<file path="config.mk">
export PLATFORM = sky130hd
export DESIGN_NAME = tv80_reg_dump_flat
export DESIGN_NICKNAME = d
export VERILOG_FILES = /design/src/rtl/tv80_dbg_pkg.sv /design/src/rtl/tv80_reg_dump_if.sv /design/src/rtl/tv80_reg_dump.sv /design/src/flat_wrapper.sv
export SDC_FILE = /design/constraint.sdc
export NUM_CORES = 1
export LEC_CHECK = 0
export ABC_AREA = 1
export CORE_UTILIZATION = 29
export CTS_CLUSTER_SIZE = 25
export DETAILED_ROUTE_END_ITERATION = 8
export PLACE_DENSITY_LB_ADDON = 0.25
export SKIP_LAST_GASP = 1
export SLEW_MARGIN = 30
export SYNTH_ARGS = -nofsm -noshare
export SYNTH_HDL_FRONTEND = slang
export SYNTH_SLANG_ARGS = --single-unit
</file>
<file path="constraint.sdc">
create_clock -name clk -period 1.8 [get_ports clk]
set_input_delay 0.54 -clock clk [delete_from_list [all_inputs] [get_ports clk]]
set_output_delay 0.54 -clock clk [all_outputs]
set_load 0.03 [all_outputs]
</file>
<file path="src/rtl/tv80_dbg_pkg.sv">
// Shared TV80 debug definitions: register-pair indices and the dump/restore state encoding.
package tv80_dbg_pkg;

  localparam int TV80_REG_PAIRS = 8;

  localparam logic [2:0] REG_BC = 3'd0;
  localparam logic [2:0] REG_DE = 3'd1;
  localparam logic [2:0] REG_HL = 3'd2;
  localparam logic [2:0] REG_IX = 3'd3;
  localparam logic [2:0] REG_IY = 3'd7;

  localparam logic [2:0] ST_IDLE  = 3'd0;
  localparam logic [2:0] ST_LOAD  = 3'd1;
  localparam logic [2:0] ST_SEND0 = 3'd2;
  localparam logic [2:0] ST_SEND1 = 3'd3;
  localparam logic [2:0] ST_FIN   = 3'd4;
  localparam logic [2:0] ST_RCV0  = 3'd5;
  localparam logic [2:0] ST_RCV1  = 3'd6;
  localparam logic [2:0] ST_WRITE = 3'd7;

  typedef enum logic [2:0] {
    IDLE  = ST_IDLE,
    LOAD  = ST_LOAD,
    SEND0 = ST_SEND0,
    SEND1 = ST_SEND1,
    FIN   = ST_FIN,
    RCV0  = ST_RCV0,
    RCV1  = ST_RCV1,
    WRITE = ST_WRITE
  } dumpState_t;

  // Byte of a register pair that goes on the wire in slot 0 or slot 1.
  function automatic logic [7:0] pairByte(input logic [7:0] hi, input logic [7:0] lo,
                                          input logic highFirst, input logic second);
    return (highFirst ^ second) ? hi : lo;
  endfunction

endpackage

</file>
<file path="src/rtl/tv80_reg_dump_if.sv">
// Register-file ports and the dump/restore byte streams of tv80_reg_dump.
interface tv80_reg_dump_if;

  logic [2:0] rd_addr;
  logic [7:0] rd_dh;
  logic [7:0] rd_dl;

  logic [7:0] out_data;
  logic       out_valid;
  logic       out_ready;
  logic       out_last;

  logic [7:0] in_data;
  logic       in_valid;
  logic       in_ready;

  logic [2:0] wr_addr;
  logic       wr_en;
  logic [7:0] wr_dh;
  logic [7:0] wr_dl;

  modport master (
    output rd_addr, input rd_dh, input rd_dl,
    output out_data, output out_valid, output out_last, input out_ready,
    input in_data, input in_valid, output in_ready,
    output wr_addr, output wr_en, output wr_dh, output wr_dl
  );

  modport slave (
    input rd_addr, output rd_dh, output rd_dl,
    input out_data, input out_valid, input out_last, output out_ready,
    output in_data, output in_valid, input in_ready,
    input wr_addr, input wr_en, input wr_dh, input wr_dl
  );

endinterface

</file>
<file path="src/rtl/tv80_reg_dump.sv">
// Streams TV80 register pairs out as bytes while the CPU is stopped.
// Define TV80_REG_RESTORE_EN to add the restore path through the register-file write port.
module tv80_reg_dump
  import tv80_dbg_pkg::*;
#(
  parameter int NUM_REGS   = TV80_REG_PAIRS,
  parameter bit HIGH_FIRST = 1'b1
) (
  input  logic clk,
  input  logic reset_n,
  input  logic cpu_stop,
  input  logic start,
  input  logic rst_start,
  output logic busy,
  output logic done,
  output logic abort,
  tv80_reg_dump_if.master bus
);

  localparam logic [2:0] LAST_IDX = 3'(NUM_REGS - 1);

  dumpState_t state, stateNext;
  logic [2:0] idx, idxNext;
  logic [7:0] holdH, holdL, holdHNext, holdLNext;
  logic       abortQ;
  logic       lastPair;
  logic       killed;

  assign lastPair = (idx == LAST_IDX);
  // Losing cpu_stop means the register file may change under us: drop everything.
  assign killed   = (state != IDLE) && !cpu_stop;

  always_comb begin
    // NOTE: every target gets a default first so no path through the case infers a latch.
    stateNext = state;
    idxNext   = idx;
    holdHNext = holdH;
    holdLNext = holdL;
    if (killed) begin
      stateNext = IDLE;
      idxNext   = '0;
    end else begin
      case (state)
        IDLE: begin
          if (start && cpu_stop) begin
            stateNext = LOAD;
            idxNext   = '0;
          end
`ifdef TV80_REG_RESTORE_EN
          else if (rst_start && cpu_stop) begin
            stateNext = RCV0;
            idxNext   = '0;
          end
`endif
        end
        LOAD: begin
          holdHNext = bus.rd_dh;
          holdLNext = bus.rd_dl;
          stateNext = SEND0;
        end
        SEND0: if (bus.out_ready) stateNext = SEND1;
        SEND1: begin
          if (bus.out_ready) begin
            if (lastPair) begin
              stateNext = FIN;
            end else begin
              idxNext   = idx + 3'd1;
              stateNext = LOAD;
            end
          end
        end
        FIN: stateNext = IDLE;
`ifdef TV80_REG_RESTORE_EN
        RCV0: begin
          if (bus.in_valid) begin
            if (HIGH_FIRST) holdHNext = bus.in_data;
            else            holdLNext = bus.in_data;
            stateNext = RCV1;
          end
        end
        RCV1: begin
          if (bus.in_valid) begin
            if (HIGH_FIRST) holdLNext = bus.in_data;
            else            holdHNext = bus.in_data;
            stateNext = WRITE;
          end
        end
        WRITE: begin
          if (lastPair) begin
            stateNext = FIN;
          end else begin
            idxNext   = idx + 3'd1;
            stateNext = RCV0;
          end
        end
`endif
        default: stateNext = IDLE;
      endcase
    end
  end

  always_ff @(posedge clk or negedge reset_n) begin
    if (!reset_n) begin
      state  <= IDLE;
      idx    <= '0;
      // NOTE: the holding registers are reset because they drive visible outputs.
      holdH  <= '0;
      holdL  <= '0;
      abortQ <= 1'b0;
    end else begin
      // NOTE: non-blocking so every register updates from the same pre-edge values.
      state  <= stateNext;
      idx    <= idxNext;
      holdH  <= holdHNext;
      holdL  <= holdLNext;
      abortQ <= killed;
    end
  end

  always_comb begin
    busy          = (state != IDLE);
    done          = (state == FIN) && cpu_stop;
    abort         = abortQ;
    bus.rd_addr   = idx;
    bus.out_valid = ((state == SEND0) || (state == SEND1)) && cpu_stop;
    bus.out_last  = (state == SEND1) && lastPair && cpu_stop;
    bus.out_data  = '0;
    if (state == SEND0)      bus.out_data = pairByte(holdH, holdL, HIGH_FIRST, 1'b0);
    else if (state == SEND1) bus.out_data = pairByte(holdH, holdL, HIGH_FIRST, 1'b1);
  end

`ifdef TV80_REG_RESTORE_EN
  assign bus.in_ready = ((state == RCV0) || (state == RCV1)) && cpu_stop;
  assign bus.wr_en    = (state == WRITE) && cpu_stop;
  assign bus.wr_addr  = (state == WRITE) ? idx : 3'd0;
  assign bus.wr_dh    = holdH;
  assign bus.wr_dl    = holdL;
`else
  assign bus.in_ready = 1'b0;
  assign bus.wr_en    = 1'b0;
  assign bus.wr_addr  = 3'd0;
  assign bus.wr_dh    = 8'd0;
  assign bus.wr_dl    = 8'd0;

  logic unusedRestore;
  assign unusedRestore = ^{rst_start, bus.in_data, bus.in_valid};
`endif

endmodule

</file>
<file path="src/flat_wrapper.sv">
// flat-port wrapper written by rule: the top's interface ports become plain ports
module tv80_reg_dump_flat import tv80_dbg_pkg::*;
#(
  parameter int NUM_REGS   = TV80_REG_PAIRS,
  parameter bit HIGH_FIRST = 1'b1
)
  (clk, reset_n, cpu_stop, start, rst_start, busy, done, abort, bus_rd_addr, bus_rd_dh, bus_rd_dl, bus_out_data, bus_out_valid, bus_out_last, bus_out_ready, bus_in_data, bus_in_valid, bus_in_ready, bus_wr_addr, bus_wr_en, bus_wr_dh, bus_wr_dl);
  tv80_reg_dump_if bus_i ();
  input  logic clk;
  input  logic reset_n;
  input  logic cpu_stop;
  input  logic start;
  input  logic rst_start;
  output logic busy;
  output logic done;
  output logic abort;
  output wire logic [$bits(bus_i.rd_addr)-1:0] bus_rd_addr;
  input wire logic [$bits(bus_i.rd_dh)-1:0] bus_rd_dh;
  input wire logic [$bits(bus_i.rd_dl)-1:0] bus_rd_dl;
  output wire logic [$bits(bus_i.out_data)-1:0] bus_out_data;
  output wire logic [$bits(bus_i.out_valid)-1:0] bus_out_valid;
  output wire logic [$bits(bus_i.out_last)-1:0] bus_out_last;
  input wire logic [$bits(bus_i.out_ready)-1:0] bus_out_ready;
  input wire logic [$bits(bus_i.in_data)-1:0] bus_in_data;
  input wire logic [$bits(bus_i.in_valid)-1:0] bus_in_valid;
  output wire logic [$bits(bus_i.in_ready)-1:0] bus_in_ready;
  output wire logic [$bits(bus_i.wr_addr)-1:0] bus_wr_addr;
  output wire logic [$bits(bus_i.wr_en)-1:0] bus_wr_en;
  output wire logic [$bits(bus_i.wr_dh)-1:0] bus_wr_dh;
  output wire logic [$bits(bus_i.wr_dl)-1:0] bus_wr_dl;
  assign bus_rd_addr = bus_i.rd_addr;
  assign bus_i.rd_dh = bus_rd_dh;
  assign bus_i.rd_dl = bus_rd_dl;
  assign bus_out_data = bus_i.out_data;
  assign bus_out_valid = bus_i.out_valid;
  assign bus_out_last = bus_i.out_last;
  assign bus_i.out_ready = bus_out_ready;
  assign bus_i.in_data = bus_in_data;
  assign bus_i.in_valid = bus_in_valid;
  assign bus_in_ready = bus_i.in_ready;
  assign bus_wr_addr = bus_i.wr_addr;
  assign bus_wr_en = bus_i.wr_en;
  assign bus_wr_dh = bus_i.wr_dh;
  assign bus_wr_dl = bus_i.wr_dl;
  tv80_reg_dump #(.NUM_REGS(NUM_REGS), .HIGH_FIRST(HIGH_FIRST)) u_core (.clk(clk), .reset_n(reset_n), .cpu_stop(cpu_stop), .start(start), .rst_start(rst_start), .busy(busy), .done(done), .abort(abort), .bus(bus_i));
endmodule
</file>
Word level (Yosys, flattened, before mapping):

Cells that the tools add are included.

* RAM bits: 0
* output and inout bits: 37
* bits in latches: 0
* bits in registers: 23
* memories: 0
* memory bits (read-only): 0

* add/subtract/negate cells: 1
* reduce and logical (&&, ||, !) cells: 14
* equal/unequal tests: 9
* magnitude comparators: 0
* $mul: 0
* divide/modulo/power cells: 0
* bitwise operators: 1
* shifts and indexed selects: 0
* muxes and demuxes: 13

Operators with widths (count)
* $mux 3: 9
* $mux 8: 2
* $pmux 3 s4: 1
* $eq 3x2->1 const B: 2
* $eq 3x3->1 const B: 2
* $logic_and 1x1->1: 6
* $ne 3x2->1 const B: 2
* $pmux 3 s2: 1
* $reduce_bool 3->1: 2
* $reduce_and 4->1: 1
* $add 3x1->3 const B: 1
* $eq 3x1->1 const B: 1
* $logic_not 3->1: 1
* $ne 3x1->1 const B: 1
* $ne 3x3->1 const B: 1
* $reduce_and 3->1: 1
* $reduce_and 2->1: 1
* $logic_not 1->1: 1
* $logic_or 1x1->1: 1
* $not 1->1: 1

Logic depth before layout (Yosys ltp):

Gate-level depths: netlist of the first run.

* depth after elaboration: 5
* depth in mapped cells: 8
* gate-level depth less buffers: 7

Worst setup path after synthesis of the first run:

No wires, ideal clock.

* kind: register -> output
* start: reg u_core.state[0]
* end: out done
* data required time: 1.260 ns
* path buffers: 1
* cell stages (with the launch flop): 3
* arrival time: 1.502 ns
* setup slack: -0.242 ns
* cell sequence: dfrtp_1 > buf_4 > nor4_1

* longest elaborated chain between the ends: 2

Ends and longest elaborated chain
* start, declared: RTL line tv80_reg_dump.sv:22 `dumpState_t state, stateNext;`
* start signal, assigned: RTL line tv80_reg_dump.sv:112 `state <= stateNext;`
* $eq 3x3->1: RTL line tv80_reg_dump.sv:122 `done = (state == FIN) && cpu_stop;`
* $logic_and 1x1->1: RTL line tv80_reg_dump.sv:122
* end, declared: RTL line flat_wrapper.sv:15 `output logic done;`

Every way passes these cells.

Worst setup path after layout of the first run:

* start: reg u_core.state[0]
* end: out bus_out_data[1]

* longest elaborated chain between the ends: 3
* elaborated cells between the ends (all ways): 4
* classes of those cells: eq/ne: 2; mux: 2

Ends and longest elaborated chain
* $eq 3x2->1: RTL line tv80_reg_dump.sv:129 `else if (state == SEND1) bus.out_data = pairByte(holdH, holdL, HIGH_FIRST, 1'b1);`
* $mux 8: RTL line tv80_reg_dump.sv:129
* $mux 8 (*): RTL line tv80_reg_dump.sv:128 `if (state == SEND0) bus.out_data = pairByte(holdH, holdL, HIGH_FIRST, 1'b0);`
* end, declared: RTL line flat_wrapper.sv:20 `output wire logic [$bits(bus_i.out_data)-1:0] bus_out_data;`

Every way passes the cells marked *; elsewhere a longest branch is shown, timed or not.

==> results of run 1 <==
[kinds of logic after synthesis]
logic type	after synthesis	share of synthesized area
AOI/OAI and AO/OA	16	0.0875
adders and majority gates	2	0.0184
buffers and inverters	35	0.183
DFF	23	0.424
other	1	0.00276
and+or+nand+nor	85	0.285
[final timing paths]
path / cells past startpoint / start / slack [ps] / endpoint
max: 4 / u_core.state[0]$_DFFE_PN0P_ / -110 / bus_out_data[1]
min: 2 / u_core.holdL[6]$_DFFE_PN0P_ / 470 / u_core.holdL[6]$_DFFE_PN0P_
max reg2reg: 5 / u_core.state[1]$_DFFE_PN0P_ / 350 / u_core.holdH[5]$_DFFE_PN0P_
min reg2reg: 2 / u_core.holdL[6]$_DFFE_PN0P_ / 470 / u_core.holdL[6]$_DFFE_PN0P_
max in group asynchronous: 2 / reset_n / 910 / u_core.state[2]$_DFFE_PN0P_
min in group asynchronous: 2 / reset_n / 630 / u_core.abort$_DFF_PN0_
[worst max-delay path: stages (launching register included)]
cell,delay (ps)
dfrtp_2,430
buf_4,160
nor2_4,180
a22o_1,200
buf_6,140
[cell usage after synthesis]
master	n	area share
nor2_2	1	0.0046
buf_6	4	0.033
dfrtp_1	23	0.42
nand3_1	20	0.074
a22o_1	8	0.052
nor3_1	1	0.0037
nor2_1	7	0.019
a21oi_1	1	0.0037
o21ai_0	3	0.011
ha_1	2	0.018
nand2_1	50	0.14
nor4_1	1	0.0046
buf_2	1	0.0037
nand3_2	1	0.0074
nand2_4	1	0.0083
o21bai_1	3	0.017
buf_4	23	0.13
conb_1	1	0.0028
nand2_2	1	0.0046
o22ai_1	1	0.0046
nor2_4	1	0.0083
inv_1	6	0.017
nor3_4	1	0.012
inv_2	1	0.0028
[final cells by class]
type                       count  area [µm²]  area share
multi-input combinational    125         683       0.354
tap                           52        65.1      0.0337
sequential                    23         578       0.299
clock buffer                   4        45.0      0.0233
timing repair buffer          57         534       0.277
inverter                       7        26.3      0.0136
[timing repair]
item	in CTS	in global routing
pin swaps	10	7
hold endpoints to repair	0	0
gates cloned	1	0
resized for setup	27	9
setup endpoints to repair	15	13
buffers inserted	7	0
[report_power, final]
| part | internal (mW) | switching, mW | total (mW) |
|---|---|---|---|
| Clock | 0.158 | 0.157 | 0.315 |
| Sequential | 0.720 | 0.113 | 0.833 |
| Combinational | 0.574 | 0.823 | 1.40 |
[state kept, by name, summed over array words and instances (netlist names)]
name,flops
u_core.holdH,8
u_core.holdL,8
u_core.bus.rd_addr,3
u_core.state,3
u_core.abort,1
[per-layer routing]
metal / global-route usage / up-vias / wire length [µm]
li1: - / 591 / -
met5: 0 / - / 0
met4: 0.0511 / 0 / 65
met2: 0.219 / 43 / 1480
met3: 0.0361 / 9 / 216
met1: 0.165 / 524 / 1330
[metrics by stage]
step	area, µm²	utilization	hold WS, ps
final	1930	0.438	474
after global routing	1930	0.438	503
after CTS	1890	0.428	481
after floorplan	1440	-	244
after detailed placement	1720	0.389	460
after global placement	1720	0.389	457
==> impl_metrics.env, run 1 <==
export IMPL_initial_core_util=0.308
export IMPL_cp_data_required_time_ps=1260
export IMPL_cts_root_buf="clkbuf_8"
export IMPL_holdCritPathClass="flip-flop to flip-flop"
export IMPL_synthCells=162
export IMPL_drc_errors=0
export IMPL_dieArea_mm2=0.00496
export IMPL_cts_htree_levels=1
export IMPL_setup_viol_count_final=10
export IMPL_cp_start_kind="flip-flop"
export IMPL_fin_nets=250
export IMPL_crit_path_end_kind="output port"
export IMPL_yosys_warnings=0
export IMPL_cts_path_max_buffers=2
export IMPL_final_common_cell="nand2_1"
export IMPL_violations="setup timing"
export IMPL_drive_gt1_frac=0.264
export IMPL_p_leak_nw=1.01
export IMPL_nFillCells=464
export IMPL_fin_skew_ps=2.10
export IMPL_final_cell_mix="nand2_1 (48), conb_1 (21), dfrtp_1 (21)"
export IMPL_timing_fmax_ghz=0.523
export IMPL_ios=68
export IMPL_grt_util_all_layers=0.133
export IMPL_final_cells=268
export IMPL_grt_max_degree=24
export IMPL_vias=1167
export IMPL_grt_pass1_vias=1146
export IMPL_min_period_over_period=1.06
export IMPL_numCtsBuffers=3
export IMPL_first_pass_iters=4
export IMPL_finalWirelength_mm=3.09
export IMPL_wl_per_cell_um=11.5
export IMPL_ant_nets=0
export IMPL_drv_cap=0
export IMPL_netlist_area_mm2=0.00136
export IMPL_cts_clk_slew_worst_paths_ps=80
export IMPL_period_needed_ps=1910
export IMPL_vias_per_cell=4.35
export IMPL_postCtsHoldBufs=0
export IMPL_dp_cells=256
export IMPL_area_growth_pct=42.2
export IMPL_power_density_mw_per_mm2=1320
export IMPL_cts_sinks=23
export IMPL_antenna_found_initial=0
export IMPL_port_buffers=36
export IMPL_ys_seq_elements=23
export IMPL_crit_type="flip-flop to output port"
export IMPL_fp_dieH_um=70.5
export IMPL_grt_pass1_wl_mm=5.20
export IMPL_status="finished, violations left"
export IMPL_clkLatencyLatePin_ps=260
export IMPL_worstPathArrival_ps=1370
export IMPL_cts_tree="done"
export IMPL_gp_congestion=0.804
export IMPL_peakVddDrop_mv=0.423
export IMPL_rsz0062_at_grt="true"
export IMPL_rows=24
export IMPL_slew_violations=0
export IMPL_syn_area_per_cell_um2=8.39
export IMPL_pre_cts_ws_ps=-282
export IMPL_power_total_mw=2.54
export IMPL_num_antenna_cells=0
export IMPL_dp_hpwl_mm=2.14
export IMPL_setup_tns_ps=-638
export IMPL_core_area_mm2=0.00441
export IMPL_grt_ovfl_total=0
export IMPL_die_w_um=70.5
export IMPL_synth_cell_type_count=24
export IMPL_path_max_fanout=5
export IMPL_seq_area_frac_synth=0.424
export IMPL_hold_viol_final=0
export IMPL_drt_iter0_markers=52
export IMPL_timing_final_ws_setup_ps=-111
Power figures use the tool's default switching activity.
==> inputs of run 2 (changes only) <==
--- a/config.mk
+++ b/config.mk
@@ -6,7 +6,9 @@
 export NUM_CORES = 1
 export LEC_CHECK = 0
 export ABC_AREA = 1
+export CORE_MARGIN = 2
 export CORE_UTILIZATION = 29
+export CTS_CLUSTER_DIAMETER = 60
 export CTS_CLUSTER_SIZE = 25
 export DETAILED_ROUTE_END_ITERATION = 8
 export PLACE_DENSITY_LB_ADDON = 0.25
==> impl_metrics.env, run 2 (same netlist as run 1, synthesis figures left out) <==
export IMPL_status="finished, violations left"
export IMPL_violations="setup timing"
export IMPL_grt_util_all_layers=0.126
export IMPL_period_needed_ps=1900
export IMPL_fin_nets=252
export IMPL_wl_per_cell_um=11.9
export IMPL_postCtsHoldBufs=0
export IMPL_drt_iter0_markers=58
export IMPL_rrSetupSlack_ps=380
export IMPL_port_buffers=36
export IMPL_biggestRegsByFlops="u_core.holdH (8), u_core.holdL (8)"
export IMPL_ios=68
export IMPL_gp_congestion=0.751
export IMPL_rsz0062_at_grt="true"
export IMPL_grt_max_degree=24
export IMPL_drv_cap=0
export IMPL_grt_ovfl_total=0
export IMPL_cpMostUsedCell="buf_6"
export IMPL_vias=1180
export IMPL_area_growth_pct=42.4
export IMPL_peakVddDrop_mv=0.526
export IMPL_seq_power_share=0.330
export IMPL_crit_type="flip-flop to output port"
export IMPL_postLayoutCoreUtil=0.435
export IMPL_power_frac_comb=0.548
export IMPL_antenna_found_initial=0
export IMPL_grt_pass1_wl_mm=5.27
export IMPL_cts_root_buf="clkbuf_8"
export IMPL_power_density_mw_per_mm2=1330
export IMPL_clkLatencyLatePin_ps=260
export IMPL_numCtsBuffers=3
export IMPL_slowest_delay_ps=470
export IMPL_ant_nets=0
export IMPL_fp_dieH_um=72.5
export IMPL_hold_viol_final=0
export IMPL_cts_clk_slew_worst_paths_ps=80
export IMPL_timing_fmax_ghz=0.526
export IMPL_setup_viol_count_final=10
export IMPL_p_clk_frac=0.122
export IMPL_hold_depth=2
export IMPL_setup_tns_ps=-799
export IMPL_cts_htree_levels=1
export IMPL_num_antenna_cells=0
export IMPL_cp_start_kind="flip-flop"
export IMPL_initial_core_util=0.306
export IMPL_core_area_mm2=0.00444
export IMPL_dp_hpwl_mm=2.17
export IMPL_slew_violations=0
export IMPL_worst_r2r_path_depth=9
export IMPL_cts_sinks=23
export IMPL_cp_data_required_time_ps=1260
export IMPL_timing_final_ws_setup_ps=-101
export IMPL_grt_pass1_vias=1125
export IMPL_final_common_cell="nand2_1"
export IMPL_finalWirelength_mm=3.20
export IMPL_p_switching_mw=1.10
export IMPL_drc_errors=0
export IMPL_cts_path_max_buffers=2
export IMPL_min_period_over_period=1.06
export IMPL_path_cells="nand2_2 > nor2_2 > buf_6 > a22o_1 > buf_6"
export IMPL_holdCritPathClass="flip-flop to flip-flop"
export IMPL_dieArea_mm2=0.00525
export IMPL_p_sw_frac=0.426
export IMPL_rows=24
export IMPL_path_max_fanout=5
export IMPL_crit_slowest_cell="dfrtp_2"
export IMPL_drive_gt1_frac=0.275
export IMPL_cts_tree="done"
export IMPL_power_internal_mw=1.48
export IMPL_power_total_mw=2.58
export IMPL_die_w_um=72.5
export IMPL_crit_path_end_kind="output port"
export IMPL_p_leak_nw=1.02
export IMPL_vias_per_cell=4.37
export IMPL_worstPathArrival_ps=1360
export IMPL_final_cell_mix="nand2_1 (47), conb_1 (21), buf_4 (21), dfrtp_1 (21), nand3_1 (20)"
export IMPL_fin_skew_ps=1.29
export IMPL_first_pass_iters=4
## run 2: cell count changes in the layout (fill, tap and decap cells not counted), sizes merged
| cell | previous run | this run |
|---|---|---|
| dlygate4sd2 | 4 | 3 |
| clkbuf | 4 | 5 |
| buf | 33 | 35 |
## run 2: area by class of cell
class,instances,area (µm²)
clock buffer,4,45.0
fill,468,2510
inverter,7,26.3
multi-input combinational,125,671
sequential,23,578
tap,52,65.1
timing repair buffer,59,549
## run 2: layer usage
| metal | up-vias | wire [µm] | track usage |
|---|---|---|---|
| met1 | 540 | 1460 | 0.178 |
| met5 | - | 0 | 0 |
| met3 | 2 | 191 | 0.0278 |
| met4 | 0 | 14 | 0.0185 |
| met2 | 39 | 1530 | 0.202 |
| li1 | 599 | - | - |
## run 2: critical path: cells and delay by family (launching register included)
family          cells  cell delay, ps
buf+inv             2             270
flops               1             470
simple gates        2             130
compound gates      1             240
## run 2: power groups by stage
stage	sequential (mW)	clock, mW	combinational [mW]
2_1_floorplan	0.840	0	0.864
3_3_place_gp	0.845	0	1.21
3_5_place_dp	0.847	0	1.22
4_1_cts	0.837	0.329	1.35
5_1_grt	0.878	0.353	1.56
6_report	0.851	0.316	1.41
## run 2: what timing repair did
action	in CTS	in global routing
cloned	1	0
resized for setup	22	16
pin swaps	6	7
hold endpoints to repair	0	0
endpoints found under the setup margin	15	13
setup buffers	4	3
## run 2: metrics by stage
stage / area, µm² / cells / hold slack (ps) / worst slack (ps)
detailed placement: 1730 / 258 / 459 / -272
finish: 1930 / 270 / 475 / -101
global route: 1930 / 270 / 510 / -161
CTS: 1860 / 267 / 481 / -108
global placement: 1730 / 258 / 456 / -244
floorplan: 1440 / 182 / 244 / 40.7
## run 2: final timing paths
check,from,endpoint
worst max-delay path,u_core.state[1]$_DFFE_PN0P_,bus_out_data[6]
worst min-delay path,u_core.holdH[0]$_DFFE_PN0P_,u_core.holdH[0]$_DFFE_PN0P_
worst max register to register,u_core.state[1]$_DFFE_PN0P_,u_core.bus.rd_addr[1]$_DFFE_PN0P_
worst min register to register,u_core.holdH[0]$_DFFE_PN0P_,u_core.holdH[0]$_DFFE_PN0P_
max in group asynchronous,reset_n,u_core.state[1]$_DFFE_PN0P_
min in group asynchronous,reset_n,u_core.holdL[1]$_DFFE_PN0P_
